<file path="src/rtl/fp_mac_pkg.sv">
// Shared definitions for the FP MAC addend-alignment datapath.
// Holds the width derivation helpers and the metadata flag bundle. The flags
// travel with each operand through both shift stages.
package fp_mac_pkg;

  // Significand width including the hidden bit.
  function automatic int unsigned mw_of(input int unsigned sig_width);
    return sig_width + 1;
  endfunction

  // Width of the fused-add alignment window.
  function automatic int unsigned aw_of(input int unsigned sig_width);
    return 3 * sig_width + 5;
  endfunction

  // Width of the shift count and of the exponent fields.
  function automatic int unsigned sw_of(input int unsigned ex_width);
    return ex_width + 2;
  endfunction

  // Bias that upstream exponent logic applies to the shift count.
  function automatic int unsigned shift_bias_of(input int unsigned sig_width);
    return sig_width + 4;
  endfunction

  localparam int unsigned SHIFT_BIAS = shift_bias_of(23);

  // Single-bit metadata forwarded alongside the aligned addend.
  typedef struct packed {
    logic sign_exp;
    logic prod_undf;
    logic eff_sub;
  } meta_flags_t;

endpackage

</file>
<file path="src/rtl/align_shift_step.sv">
// One registered right-shift step of the addend alignment.
// The step shifts by shamt*GRAN and ORs every dropped bit into the sticky bit.
// When ALIGN_STICKY_EN is not defined, the sticky input passes straight
// through. No dropped-bit reduction is built in that case.
module align_shift_step
  import fp_mac_pkg::*;
#(
  parameter int unsigned WIDTH  = 74,
  parameter int unsigned GRAN   = 8,
  parameter int unsigned SHW    = 7,
  parameter int unsigned META_W = 13
) (
  input  logic              clk,
  input  logic              rst,
  input  logic              adv,
  input  logic              in_valid,
  input  logic [WIDTH-1:0]  in_window,
  input  logic              in_sticky,
  input  logic [META_W-1:0] in_meta,
  input  logic [SHW-1:0]    shamt,
  output logic              out_valid,
  output logic [WIDTH-1:0]  out_window,
  output logic              out_sticky,
  output logic [META_W-1:0] out_meta
);

  int unsigned      amt;
  logic [WIDTH-1:0] win_next;
  logic             st_next;

`ifdef ALIGN_STICKY_EN
  logic [2*WIDTH-1:0] ext;

  // Shift into a double-width vector so the dropped bits land in the low half.
  always_comb begin
    amt      = 32'(shamt) * GRAN;
    ext      = '0;
    win_next = '0;
    st_next  = in_sticky;
    if (amt >= WIDTH) begin
      st_next = in_sticky | (|in_window);
    end else begin
      ext      = {in_window, {WIDTH{1'b0}}} >> amt;
      win_next = ext[2*WIDTH-1:WIDTH];
      st_next  = in_sticky | (|ext[WIDTH-1:0]);
    end
  end
`else
  // Truncating shift. Bits shifted past bit 0 are discarded.
  always_comb begin
    amt      = 32'(shamt) * GRAN;
    win_next = in_window >> amt;
    st_next  = in_sticky;
  end
`endif

  // Stage register. It holds whenever the pipeline is stalled.
  always_ff @(posedge clk) begin
    if (rst) begin
      out_valid  <= 1'b0;
      out_window <= '0;
      out_sticky <= 1'b0;
      out_meta   <= '0;
    end else if (adv) begin
      out_valid  <= in_valid;
      out_window <= win_next;
      out_sticky <= st_next;
      out_meta   <= in_meta;
    end
  end

endmodule

</file>
<file path="src/rtl/fp_mac_align.sv">
// Registered addend-alignment stage of the FP MAC datapath.
// A coarse byte-granular shift is followed by a fine bit-granular shift. The
// pipeline uses a global stall driven by out_ready.
// Optional feature macro: ALIGN_STICKY_EN (sticky accumulation of dropped bits).
module fp_mac_align
  import fp_mac_pkg::*;
#(
  parameter int unsigned sig_width = 23,
  parameter int unsigned ex_width  = 8
) (
  input  logic                               clk,
  input  logic                               rst,
  input  logic                               in_valid,
  output logic                               in_ready,
  input  logic [sw_of(ex_width)-1:0]         shift,
  input  logic [sw_of(ex_width)-1:0]         sd,
  input  logic [sw_of(ex_width)-1:0]         max_exp,
  input  logic                               prod_undf,
  input  logic [ex_width-1:0]                Ec,
  input  logic [sig_width-1:0]               Mc,
  input  logic                               sc,
  input  logic                               sab,
  output logic                               out_valid,
  input  logic                               out_ready,
  output logic [aw_of(sig_width)-1:0]        c_aligned,
  output logic                               sticky,
  output logic [sw_of(ex_width)-1:0]         max_exp_o,
  output logic                               sign_exp_o,
  output logic                               prod_undf_o,
  output logic                               eff_sub_o
);

  localparam int unsigned MW  = mw_of(sig_width);
  localparam int unsigned AW  = aw_of(sig_width);
  localparam int unsigned SW  = sw_of(ex_width);
  localparam int unsigned M1W = SW + 6;  // fine shift field + max_exp + flags
  localparam int unsigned M2W = SW + 3;  // max_exp + flags

  logic              adv;
  logic [MW-1:0]     mc;
  logic [AW-1:0]     win0;
  meta_flags_t       flags_in;
  meta_flags_t       flags_out;
  logic [M1W-1:0]    meta0;
  logic              s1_valid;
  logic [AW-1:0]     s1_window;
  logic              s1_sticky;
  logic [M1W-1:0]    s1_meta;
  logic [M2W-1:0]    s2_meta;
  logic              unused_sd;

  assign adv      = !out_valid || out_ready;
  assign in_ready = adv;

  assign mc       = {(Ec != '0), Mc};
  assign win0     = {mc, {(AW - MW){1'b0}}};
  assign flags_in = '{sign_exp: sd[SW-1], prod_undf: prod_undf, eff_sub: sc ^ sab};
  // The fine shift field rides along with the metadata into stage 2.
  assign meta0    = {shift[2:0], max_exp, flags_in};
  assign unused_sd = ^sd[SW-2:0];

  align_shift_step #(
    .WIDTH (AW),
    .GRAN  (8),
    .SHW   (SW - 3),
    .META_W(M1W)
  ) u_coarse (
    .clk       (clk),
    .rst       (rst),
    .adv       (adv),
    .in_valid  (in_valid),
    .in_window (win0),
    .in_sticky (1'b0),
    .in_meta   (meta0),
    .shamt     (shift[SW-1:3]),
    .out_valid (s1_valid),
    .out_window(s1_window),
    .out_sticky(s1_sticky),
    .out_meta  (s1_meta)
  );

  align_shift_step #(
    .WIDTH (AW),
    .GRAN  (1),
    .SHW   (3),
    .META_W(M2W)
  ) u_fine (
    .clk       (clk),
    .rst       (rst),
    .adv       (adv),
    .in_valid  (s1_valid),
    .in_window (s1_window),
    .in_sticky (s1_sticky),
    .in_meta   (s1_meta[M2W-1:0]),
    .shamt     (s1_meta[M1W-1:M2W]),
    .out_valid (out_valid),
    .out_window(c_aligned),
    .out_sticky(sticky),
    .out_meta  (s2_meta)
  );

  assign {max_exp_o, flags_out} = s2_meta;
  assign sign_exp_o  = flags_out.sign_exp;
  assign prod_undf_o = flags_out.prod_undf;
  assign eff_sub_o   = flags_out.eff_sub;

endmodule
</file>
<file path="config.mk">
export PLATFORM = sky130hd
export DESIGN_NAME = fp_mac_align
export DESIGN_NICKNAME = d
export VERILOG_FILES = /design/src/rtl/fp_mac_pkg.sv /design/src/rtl/align_shift_step.sv /design/src/rtl/fp_mac_align.sv
export SDC_FILE = /design/constraint.sdc
export NUM_CORES = 1
export LEC_CHECK = 0
export CAP_MARGIN = 20
export CORE_AREA = 2 2 154 156
export CTS_CLUSTER_DIAMETER = 80
export CTS_CLUSTER_SIZE = 30
export DETAILED_ROUTE_END_ITERATION = 10
export DIE_AREA = 0 0 156 158
export HOLD_SLACK_MARGIN = 0.12
export PLACE_DENSITY = 0.78
export SLEW_MARGIN = 20
export SYNTH_ARGS = -nofsm -noshare
export SYNTH_HDL_FRONTEND = slang
export SYNTH_HIERARCHICAL = 1
export SYNTH_SLANG_ARGS = --single-unit
export TNS_END_PERCENT = 1
</file>
<file path="constraint.sdc">
create_clock -name clk -period 2 [get_ports clk]
set_input_delay 0.2 -clock clk [delete_from_list [all_inputs] [get_ports clk]]
set_output_delay 0.2 -clock clk [all_outputs]
set_load 0.005 [all_outputs]
</file>
=== After elaboration in Yosys (flattened, before gate mapping) ===
Index checks and enable logic that the tools add are counted.

* Divide/modulo/power cells: 0
* $mul: 0
* Reductions and logical operators: 3
* Equality and inequality tests: 0
* Shift operators: 2
* $lt $le $gt $ge: 0
* Muxes and demuxes: 0
* Bitwise gates (word level): 1
* $add $sub $neg: 0

{| class="wikitable"
|+ Operators with widths
! operator !! number
|-
| $shr A74 B10 Y74 || 1
|-
| $shr A74 B3 Y74 || 1
|-
| $reduce_bool A8 Y1 || 1
|-
| $logic_not A1 Y1 || 1
|-
| $logic_or A1 B1 Y1 || 1
|-
| $xor A1 B1 Y1 || 1
|}

* Flip-flop bits (word level): 179
* Bits in latches: 0
* Bits in read-only memories: 0
* Logic and storage cells: 12
* Memories kept: 0
* Input port bits: 68
* RAM bits: 0

=== Longest topological paths before layout ===
* Word-level depth: 2
* Gate-level depth with buffers: 8

=== Hierarchy ===
Netlist, hierarchy kept.

{| class="wikitable"
|+ Modules (own cells, without submodules)
! module !! times used !! cells an instance !! area an instance (um^2)
|-
| align_shift_step at u_fine || 1 || 564 || 5112.4
|-
| align_shift_step at u_coarse || 1 || 542 || 5059.9
|-
| fp_mac_align || 1 || 6 || 35.0
|}

=== Least setup slack after synthesis ===
Ideal clock, no wire load.

* Path type: register -> register
* From: register u_fine.out_valid
* To: register u_coarse.out_window[34]
* Library setup time: 60 ps
* Required time: 1940 ps
* Data arrival time: 1651 ps
* Slack: 289 ps
* Path buffers: 1
* Cell stages (with the launch flop): 7
* Path through: dfxtp_1 nand2b_1 or3b_1 buf_6 nor3_4 nor3b_4 a221o_1

* Cells in the longest elaborated chain, start to end: 2

{| class="wikitable"
|+ Ends and longest elaborated chain
! what !! RTL line !! source
|-
| start: declaration || align_shift_step.sv:21 || <nowiki>output logic out_valid,</nowiki>
|-
| start signal: assignment || align_shift_step.sv:65 || <nowiki>out_valid <= in_valid;</nowiki>
|-
| $logic_not A1 Y1 || fp_mac_align.sv:52 || <nowiki>assign adv = !out_valid || out_ready;</nowiki>
|-
| $logic_or A1 B1 Y1 || fp_mac_align.sv:52 ||
|-
| named net in_ready || fp_mac_align.sv:14 || <nowiki>output logic in_ready,</nowiki>
|-
| end signal: assignment || align_shift_step.sv:66 || <nowiki>out_window <= win_next;</nowiki>
|-
| end: declaration || align_shift_step.sv:22 || <nowiki>output logic [WIDTH-1:0] out_window,</nowiki>
|}

The timed path passes the listed nets, and every way through them passes these cells.
A chain may end at the register's enable or synchronous reset.

=== Final worst setup path ===
* From: register u_fine.out_valid
* To: output port in_ready

* Cells in the longest elaborated chain, start to end: 2

{| class="wikitable"
|+ Ends and longest elaborated chain
! what !! RTL line
|-
| $logic_not A1 Y1 || fp_mac_align.sv:52
|-
| $logic_or A1 B1 Y1 || fp_mac_align.sv:52
|-
| end: declaration || fp_mac_align.sv:14
|}

Every way passes these cells.

==> run metrics <==
GR peak layer met2; die extent in y around 160 µm; post-synth top area share 0.355; Final Instance Area 13200 µm²; Period minus WS final a little under 2 ns; routability cong. approximately 0.95; CTS H-tree lvls 4; dpl hpwl approximately 23 mm; status finished, final reports clean; P per Cell Area between 600 and 700 nW/µm²; post-synthesis cell area about 10000 µm²; Hold WS about 0.27 ns; worst r2r dst u_fine/out_window[23]; top cells by count, synth mux2i_1 (210), dfxtp_1 (181), nor2_1 (166), nor3_1 (89), o22ai_1 (71); First-pass DRT Iterations 5; max_slew headroom 0.451; GRT Residual Overflow 0; DRC errors left 0; Worst Hold Class primary input to register; fmax around 520 MHz; switch share 0.251; Critical Path RT between 1.5 and 2 ns; Filler cells roughly 2k; Final Skew slightly below 0.009 ns; ys async rst share 0; worst slew pin tran between 0.8 and 0.9 ns; CTS root buf clkbuf_16; Top Ports 158; Pins Over Slew Limit 0; WL/cell 18.3 µm; Area growth syn-to-layout 29.0%; met2 usage 0.387; Cells after Synth 1112; combinational share of power 0.163; Sink Count between 150 and 200; final WL 30.4 mm; Final setup viols 0; routed via count 9466; Hold Path Stages 3; Die ar. roughly 25000 µm²; vias in the first global route between 8k and 9k; met1 Usage GRT 0.326; ANT cells 0; sequential share of power 0.435; initial antenna violation count 0; switching pwr around 2.2 mW; Post-layout nets around 1.4k; Internal between 6 and 7 mW; Final Hold Vio Count 0; most used standard cell by instance count after synthesis mux2i_1; distinct cell type count of the synthesized netlist just under 60; Startpoint Class register; register-to-register setup slack about 0.14 ns; sequential area share after synthesis 0.355; worst-case clock buffer depth 2; worst skew pair latency 0.43 ns; Antenna Nets Post-Route 0; Max-Cap Viols 0; total track usage 0.245; vias per cell approximately 5.7; Leak around 5.2 nW; cells on worst reg2reg path 5; WP data arrival 1.72 ns; largest net degree at the start of global routing about 110; drt initial violations between 700 and 800; critical path capture point type output pin; Post-Syn Area per Cell about 9.2 µm²; cell row count 56; clock share of power 0.402; Setup CP Type register to output pin; met3 usage 0.0509; Final period util 0.962; R2R Path Start u_coarse/out_meta[15]; WHS Endpoint u_coarse/out_window[1]; initial core utilization 0.443; core area around 23000 µm²; critical path fanouts, max 25; Post-synth EDFFs 0; layout cells sized above 1 0.112; HP Start shift[4]; RSZ-0062 raised after global routing false; DP Area roughly 13000 µm²; total CTS buffers 17; synth warn 6; worst vdd ir approximately 0.44 mV; Chip Width 156 µm; setup TNS 0 ns; CTS tree yes; PortBufs approximately 150; Reg clk slew, reported paths ~0.07 ns; # placed instances between 1.5k and 2k; Synth Register Bits roughly 180; synth top area cells dfxtp_1 (35%), mux2i_1 (21%), nor2_1 (6.1%); first-pass GRT wire length 47.5 mm; Non-Filler Instances ~1.7k; post-synth top area cell dfxtp_1; ys flop type dfxtp_1
-- through the flow --
step                      power [mW]  utilization  setup slack, ns
final                           8.83        0.571           0.0754
after global routing            9.14        0.571           0.0153
after CTS                       8.84        0.571           0.0501
after detailed placement        5.32        0.543           -0.122
after global placement          5.29        0.543          -0.0838
after floorplan                 4.77            -            0.289
-- cells by family (layout without fill, tap and decap cells) --
logic type,after synthesis,count (layout),share of synthesized area
flops,181,181,0.355
mux,239,239,0.245
other cells,1,103,0.000367
simple gates,338,338,0.162
buf+inv,106,261,0.0606
compound gates,246,246,0.177
xor+xnor,1,1,0.000858
-- power groups by stage --
stage | combinational [mW] | sequential [mW] | clock (mW)
2_1_floorplan | 0.878 | 3.89 | 0
3_3_place_gp | 1.38 | 3.92 | 0
3_5_place_dp | 1.40 | 3.92 | 0
4_1_cts | 1.41 | 3.84 | 3.59
5_1_grt | 1.55 | 3.86 | 3.74
6_report | 1.44 | 3.84 | 3.55
-- critical path, cell delays in order (launching register included) --
cell and delay, ns:
dfxtp_1 0.34, nand2b_4 0.10, buf_6 0.27, clkdlybuf4s50_1 0.57
-- worst max path at each step --
stage | startpoint | cells after the start | endpoint | slack (ns)
floorplan | u_fine/out_valid | 6 | u_coarse/out_window[34] | 0.29
global route | u_fine/out_valid | 3 | in_ready | 0.02
CTS | u_fine/out_valid | 3 | in_ready | 0.05
detailed placement | out_ready | 8 | u_coarse/out_window[31] | -0.12
finish | u_fine/out_valid | 3 | in_ready | 0.08
global placement | out_ready | 7 | u_coarse/out_window[2] | -0.08
-- sequential cells by signal, summed over array words and instances, names as in the netlist --
signal and count:
u_fine/out_sticky 1, u_fine/out_valid 1, u_coarse/out_valid 1, u_coarse/out_window 74, u_fine/out_window 74, u_coarse/out_sticky 1
u_fine/out_meta 13, u_coarse/out_meta 16
-- cells in the final DEF, fill, tap and decap left out, types with 4 or more instances in the layout --
cell type,Yosys,routed
mux2i_1,210,210
dfxtp_1,181,179
nor2_1,166,166
clkdlybuf4s50_1,0,145
conb_1,1,103
nor3_1,89,89
buf_4,6,71
o22ai_1,71,71
a22oi_1,48,48
a211oi_1,41,41
nor2b_1,26,26
nand2_1,24,22
a221o_1,22,22
mux2_2,19,19
clkbuf_16,0,17
o2bb2ai_1,13,13
a211o_1,10,10
buf_12,7,8
a21oi_1,8,8
mux4_2,6,6
a31oi_1,6,6
o21ai_1,5,5
o21ai_0,5,5
a2bb2oi_1,5,5
bufinv_16,0,4
mux2_1,4,4
-- per-layer routing --
metal	part of all wire	wire [µm]
met2	0.46	13900
met4	0.036	1080
met5	0	0
met1	0.44	13300
met3	0.072	2190
-- area by class of cell --
class / instances / area, µm² / area share
clock buffer: 22 / 474 / 0.0360
tap: 290 / 363 / 0.0276
clock inverter: 8 / 149 / 0.0113
multi-input combinational: 927 / 6360 / 0.483
timing repair buffer: 227 / 2170 / 0.165
inverter: 4 / 15.0 / 0.00114
sequential: 181 / 3630 / 0.276
-- timing repair --
item	CTS	global route
setup endpoints to repair	1	0
hold buffers	1	0
buffers inserted	0	0
resized for setup	1	0
endpoints found under the hold margin	6	0
Note: power is estimated with default switching activity, not from simulation.
